`src/rtl/mp_pi_mux.sv`:
```
// mp_pi_mux: time-multiplexed PI controller for NCH interleaved channels.
// Three-stage pipeline with per-channel config, integrator hold and sync check.
module mp_pi_mux #(
  parameter int NCH   = 2,
  parameter int CW    = 4,
  parameter int DW    = 18,
  parameter int KW    = 18,
  parameter int SHIFT = 17
) (
  input  logic                 clk,
  input  logic                 rst_n,
  input  logic                 sync,
  input  logic signed [DW-1:0] in_mp,
  input  logic                 hold,
  input  logic                 lb_write,
  input  logic [CW+2:0]        lb_addr,
  input  logic [DW-1:0]        lb_data,
  output logic signed [DW-1:0] out_xy,
  output logic                 out_sync,
  output logic                 sync_err
);

  localparam int IW = (NCH > 1) ? $clog2(NCH) : 1;
  localparam int PW = DW + KW;

  localparam logic signed [DW:0] EMAX =
    {2'b00, {(DW-1){1'b1}}};
  localparam logic signed [DW:0] EMIN =
    {2'b11, {(DW-1){1'b0}}};
  localparam logic signed [PW-1:0] PMAX =
    {{(PW-DW){1'b0}}, {DW{1'b1}}};
  localparam logic signed [PW-1:0] PMIN =
    {{(PW-DW){1'b1}}, {DW{1'b0}}};

  function automatic logic signed [DW-1:0] sat_e(
    input logic signed [DW:0] x
  );
    logic signed [DW:0] t;
    t = x;
    if (x > EMAX) t = EMAX;
    if (x < EMIN) t = EMIN;
    return t[DW-1:0];
  endfunction

  function automatic logic signed [DW:0] sat_p(
    input logic signed [PW-1:0] x
  );
    logic signed [PW-1:0] t;
    t = x;
    if (x > PMAX) t = PMAX;
    if (x < PMIN) t = PMIN;
    return t[DW:0];
  endfunction

  function automatic logic signed [DW+1:0] clip(
    input logic signed [DW+1:0] x,
    input logic signed [DW-1:0] lo,
    input logic signed [DW-1:0] hi
  );
    logic signed [DW+1:0] l;
    logic signed [DW+1:0] h;
    logic signed [DW+1:0] t;
    l = lo;
    h = hi;
    t = (x < l) ? l : x;
    return (t > h) ? h : t;
  endfunction

  logic [CW-1:0] cnt;
  logic [CW-1:0] ch;
  logic [IW-1:0] ci;
  logic          ch_ok;

  logic signed [DW-1:0] set_r [NCH];
  logic signed [KW-1:0] ki_r  [NCH];
  logic signed [KW-1:0] kp_r  [NCH];
  logic signed [DW-1:0] lhi_r [NCH];
  logic signed [DW-1:0] llo_r [NCH];
  logic signed [DW-1:0] acc_r [NCH];

  logic [CW-1:0] lb_ch;
  logic [2:0]    lb_reg;
  logic [IW-1:0] lb_ci;
  logic          lb_ok;

  logic                 s1_v, s1_sync;
  logic [IW-1:0]        s1_ci;
  logic signed [DW-1:0] s1_err, s1_lhi, s1_llo;
  logic signed [KW-1:0] s1_ki, s1_kp;

  logic                 s2_v, s2_sync;
  logic [IW-1:0]        s2_ci;
  logic signed [DW:0]   s2_pi, s2_pp;
  logic signed [DW-1:0] s2_lhi, s2_llo;

  logic signed [DW:0]   diff;
  logic signed [PW-1:0] prod_i, prod_p;
  logic signed [DW+1:0] a_x, pi_x, pp_x;
  logic signed [DW+1:0] cl_i, n_x, cl_o;
  logic signed [DW-1:0] acc_new;

  assign ch     = sync ? '0 : cnt;
  assign ci     = ch[IW-1:0];
  assign ch_ok  = {1'b0, ch} < (CW+1)'(NCH);
  assign lb_ch  = lb_addr[CW+2:3];
  assign lb_reg = lb_addr[2:0];
  assign lb_ci  = lb_ch[IW-1:0];
  assign lb_ok  = {1'b0, lb_ch} < (CW+1)'(NCH);

  // channel counter; a sync realigns it and flags an off-slot sync
  always_ff @(posedge clk) begin
    if (!rst_n) begin
      cnt      <= '0;
      sync_err <= 1'b0;
    end else begin
      sync_err <= sync && (cnt != '0);
      if (sync)
        cnt <= CW'(1);
      else if (cnt == CW'(NCH-1))
        cnt <= '0;
      else
        cnt <= cnt + CW'(1);
    end
  end

  // per-channel config registers written from the local bus
  always_ff @(posedge clk) begin
    if (!rst_n) begin
      for (int i = 0; i < NCH; i++) begin
        set_r[i] <= '0;
        ki_r[i]  <= '0;
        kp_r[i]  <= '0;
        lhi_r[i] <= '0;
        llo_r[i] <= '0;
      end
    end else if (lb_write && lb_ok) begin
      case (lb_reg)
        3'd0: set_r[lb_ci] <= lb_data;
        3'd1: ki_r[lb_ci]  <= lb_data[KW-1:0];
        3'd2: kp_r[lb_ci]  <= lb_data[KW-1:0];
        3'd3: lhi_r[lb_ci] <= lb_data;
        3'd4: llo_r[lb_ci] <= lb_data;
        default: ;
      endcase
    end
  end

  assign diff = {set_r[ci][DW-1], set_r[ci]}
              - {in_mp[DW-1], in_mp};

  // S1: config lookup and saturated error
  always_ff @(posedge clk) begin
    if (!rst_n) begin
      s1_v    <= 1'b0;
      s1_sync <= 1'b0;
      s1_ci   <= '0;
      s1_err  <= '0;
      s1_ki   <= '0;
      s1_kp   <= '0;
      s1_lhi  <= '0;
      s1_llo  <= '0;
    end else begin
      s1_v    <= ch_ok;
      s1_sync <= sync;
      s1_ci   <= ci;
      s1_err  <= sat_e(diff);
      s1_ki   <= ki_r[ci];
      s1_kp   <= kp_r[ci];
      s1_lhi  <= lhi_r[ci];
      s1_llo  <= llo_r[ci];
    end
  end

  assign prod_i = s1_err * s1_ki;
  assign prod_p = s1_err * s1_kp;

  // S2: scaled integral and proportional terms
  always_ff @(posedge clk) begin
    if (!rst_n) begin
      s2_v    <= 1'b0;
      s2_sync <= 1'b0;
      s2_ci   <= '0;
      s2_pi   <= '0;
      s2_pp   <= '0;
      s2_lhi  <= '0;
      s2_llo  <= '0;
    end else begin
      s2_v    <= s1_v;
      s2_sync <= s1_sync;
      s2_ci   <= s1_ci;
      s2_pi   <= sat_p(prod_i >>> SHIFT);
      s2_pp   <= sat_p(prod_p >>> SHIFT);
      s2_lhi  <= s1_lhi;
      s2_llo  <= s1_llo;
    end
  end

  // S3 arithmetic: clipped integrator update and output sum
  always_comb begin
    a_x     = acc_r[s2_ci];
    pi_x    = s2_pi;
    pp_x    = s2_pp;
    cl_i    = clip(a_x + pi_x, s2_llo, s2_lhi);
    acc_new = cl_i[DW-1:0];
    n_x     = acc_new;
    cl_o    = clip(n_x + pp_x, s2_llo, s2_lhi);
  end

  // S3: integrator write-back unless held
  always_ff @(posedge clk) begin
    if (!rst_n) begin
      for (int i = 0; i < NCH; i++)
        acc_r[i] <= '0;
    end else if (s2_v && !hold) begin
      acc_r[s2_ci] <= acc_new;
    end
  end

  // S3: registered outputs; bubbles after reset emit zero
  always_ff @(posedge clk) begin
    if (!rst_n) begin
      out_xy   <= '0;
      out_sync <= 1'b0;
    end else begin
      out_xy   <= s2_v ? cl_o[DW-1:0] : '0;
      out_sync <= s2_v && s2_sync;
    end
  end

endmodule

```
`config.mk`:
```
export PLATFORM = sky130hd
export DESIGN_NAME = mp_pi_mux
export DESIGN_NICKNAME = d
export VERILOG_FILES = /design/src/rtl/mp_pi_mux.sv
export SDC_FILE = /design/constraint.sdc
export NUM_CORES = 2
export LEC_CHECK = 0
export BUFFER_PORTS_ARGS = -buffer_cell sky130_fd_sc_hd__buf_2
export CAP_MARGIN = 0
export CORE_ASPECT_RATIO = 1.2
export CORE_MARGIN = 5
export CORE_UTILIZATION = 60
export DETAILED_ROUTE_END_ITERATION = 8
export PLACE_DENSITY_LB_ADDON = 0.1
export SETUP_SLACK_MARGIN = 0.3
export SLEW_MARGIN = 10
export SYNTH_ARGS = -nofsm -noshare
export SYNTH_HDL_FRONTEND = slang
export SYNTH_SLANG_ARGS = --single-unit
```
`constraint.sdc`:
```
create_clock -name clk -period 32.8 [get_ports clk]
set_input_delay 6.56 -clock clk [delete_from_list [all_inputs] [get_ports clk]]
set_output_delay 6.56 -clock clk [all_outputs]
set_load 0.05 [all_outputs]
```
==> reports/metrics.yaml <==
finalWorstSetupSlack_ns: 18.29
yosysUniqueCellTypes: 70
nNetsFinal: 5275
grt_pass1_wl_um: 160700
syn-num-nets: 5322
finalCritPeriodShare: 0.4424
grt_pass1_vias: 29745
async_flop_share: 0
clkSlewWorstSetupHoldPaths_ns: 0.07
drc_errors: 0
ys_seq_elements: 411
pre_cts_slack_ns: 18.10
root_buffer: "clkbuf_16"
ir_drop_v: 0.0001971
place_hpwl_um: 77480
grtUsageMet2: 0.4769
whs_ns: 0.4320
wl_per_cell_um: 19.07
tightest_slew_ns: 1.157
drive_gt1_frac: 0.05722
synth_top_area_cell: "fa_1"
maxSlewViolCount: 0
outcome: "complete, no violations"
cap_violations: 0
final_common_cell: "inv_1"
gp_congestion: 0.9215
hold_viol_final: 0
final_core_util: 0.6379
antenna_found_initial: 1
port_buffers: 67
grt_usage: 0.2684
synth_edf_count: 216
power.total_w: 0.004127
crit_path_end_kind: "flip-flop"
fmax_ghz: 0.06892
max_stage_delay_ns: 0.88
vias: 28333
cts_max_level: 2
yosysWarnings: 0
grt_util_met1: 0.3579
die_w_um: 251.7
tns_ns: 0
rsz0062_at_grt: "no"
path_max_fanout: 24
drt_first_pass_iters: 7
powerDensity_mw_per_mm2: 92.91
avgSynthCellArea_um2: 9.780
overflow: 0
cts_tree: "done"
ios: 68
grtUsageMet3: 0.02033
cts.path.max_buffers: 3
die_y_um: 300.1
hold_path.class: "flip-flop to flip-flop"
finalClockSkew_ns: 0.01996
top_usage_layer: "met2"
cts_resized: 0
cts_hold_buf: 0
slew-limit-headroom: 0.2256
drt_wl_total_um: 99160
worst_skew_pair.late_latency_ns: 0.54
area_growth_pct: 5.567
finalSetupViolations: 0
rows: 106
synth.top_cell.area_share: 0.3136
viasPerCell: 5.449
required_ns: 33.22
core_area_mm2: 0.06963
slowest_stage: "dfxtp_1"
drtIter0Drc: 1567
grt_max_degree: 82
cts_buffers: 36
syn_area_mm2: 0.04207
postCtsSetupRepairBufs: 0
synthTopCellsByArea: "fa_1 (31%), edfxtp_1 (15%), ha_1 (9.3%), dfxtp_1 (9.3%), inv_1 (6.6%)"
setup.worst_path.start_class: "flip-flop"
die-area_mm2: 0.07554
synthFlopType: "edfxtp_1"
synthCells: 4302
start_util: 0.6043
cellLeakagePower_nw: 19.94
multi_input_area_mm2: 0.02820
fin_crit_ns: 14.51
synth-seq-area-share: 0.2469
critPathKind: "flip-flop to flip-flop"
fill_cells: 5841
crit_top_cell: "a21oi_1"
clock_sinks: 411
insertedDiodeCount: 0
seq_area_mm2: 0.01039
ant_nets: 0
layout_common_cells: "inv_1 (736), fa_1 (659), nand2_1 (632)"
cp.arrival_ns: 14.93
==> cell usage after synthesis, types with 5 or more instances <==
| cell | number |
|---|---|
| dfxtp_1 | 195 |
| a211oi_1 | 33 |
| and3_1 | 8 |
| mux2_2 | 55 |
| a21boi_0 | 5 |
| nor2_1 | 175 |
| nand4_1 | 21 |
| and2_1 | 434 |
| mux2i_1 | 23 |
| a21oi_1 | 158 |
| nor3_1 | 29 |
| clkbuf_1 | 187 |
| nand2b_1 | 52 |
| xor2_1 | 33 |
| o211ai_1 | 6 |
| nor2b_1 | 19 |
| inv_1 | 736 |
| nand3_1 | 22 |
| o21bai_1 | 12 |
| a21o_1 | 62 |
| a31oi_1 | 11 |
| nand2_1 | 632 |
| o21a_1 | 20 |
| ha_1 | 313 |
| xnor2_1 | 62 |
| edfxtp_1 | 216 |
| buf_2 | 5 |
| or3_1 | 7 |
| fa_1 | 659 |
| o21ai_0 | 44 |
==> through the flow <==
stage / area, um^2 / std cells
6_report: 44420 / 5200
3_5_place_dp: 43180 / 5135
4_1_cts: 44410 / 5200
2_1_floorplan: 42070 / 4302
5_1_grt: 44420 / 5200
3_3_place_gp: 43180 / 5135
==> worst max-delay path: cells and delay by family, from the launching register on <==
| family | cells | cell delay (ns) |
|---|---|---|
| multiplexers | 6 | 2.12 |
| buffers and inverters | 5 | 1.03 |
| AND/OR/NAND/NOR | 13 | 2.32 |
| flip-flops | 1 | 0.88 |
| AO/OA/AOI/OAI | 27 | 5.64 |
| XOR/XNOR | 2 | 0.28 |
| adder cells (fa/ha/maj) | 8 | 2.11 |
==> state kept, by name (all words and copies together), names as in the netlist, 4 cells and up, named ones only <==
register	flops
kp_r	36
s2_pi	19
acc_r	36
s2_lhi	18
s1_err	18
ki_r	36
s1_kp	18
s2_pp	19
s1_llo	18
set_r	36
cnt	4
out_xy	18
s2_llo	18
lhi_r	36
s1_ki	18
s1_lhi	18
llo_r	36
==> layout make-up <==
type	instances	share of cell area
Tap cell	918	0.02586
Inverter	737	0.06234
Clock inverter	11	0.003380
Multi-Input combinational cell	2957	0.6350
Clock buffer	54	0.02431
Sequential cell	411	0.2340
Timing Repair Buffer	112	0.01516
==> final timing paths <==
check	start	endpoint	slack, ns	depth (start not counted)
max	flip-flop	out_xy[1]$_SDFF_PN0_	18.29	61
min	s1_lhi[13]$_SDFF_PN0_	s2_lhi[13]$_SDFF_PN0_	0.43	1
max reg2reg	flip-flop	out_xy[1]$_SDFF_PN0_	18.29	61
min reg2reg	s1_lhi[13]$_SDFF_PN0_	s2_lhi[13]$_SDFF_PN0_	0.43	1
==> power by group <==
group / switching (W) / internal, W
clock: 0.000187 / 0.000253
combinational: 0.00179 / 0.00124
sequential: 0.0000510 / 0.000604
==> routing by layer <==
layer  part of all wire  routed length (um)
met2               0.51               50230
met4              0.031                3051
met3              0.042                4193
met1               0.42               41680
met5                  0                   0
==> cell families after synthesis <==
group                    synth area share
AND/OR/NAND/NOR                    0.1625
adder cells (fa/ha/maj)            0.4066
buffers and inverters             0.08374
flip-flops                         0.2469
AO/OA/AOI/OAI                     0.06025
XOR/XNOR                          0.01978
multiplexers                      0.02019
No activity file was read; power rests on OpenSTA's default activity.
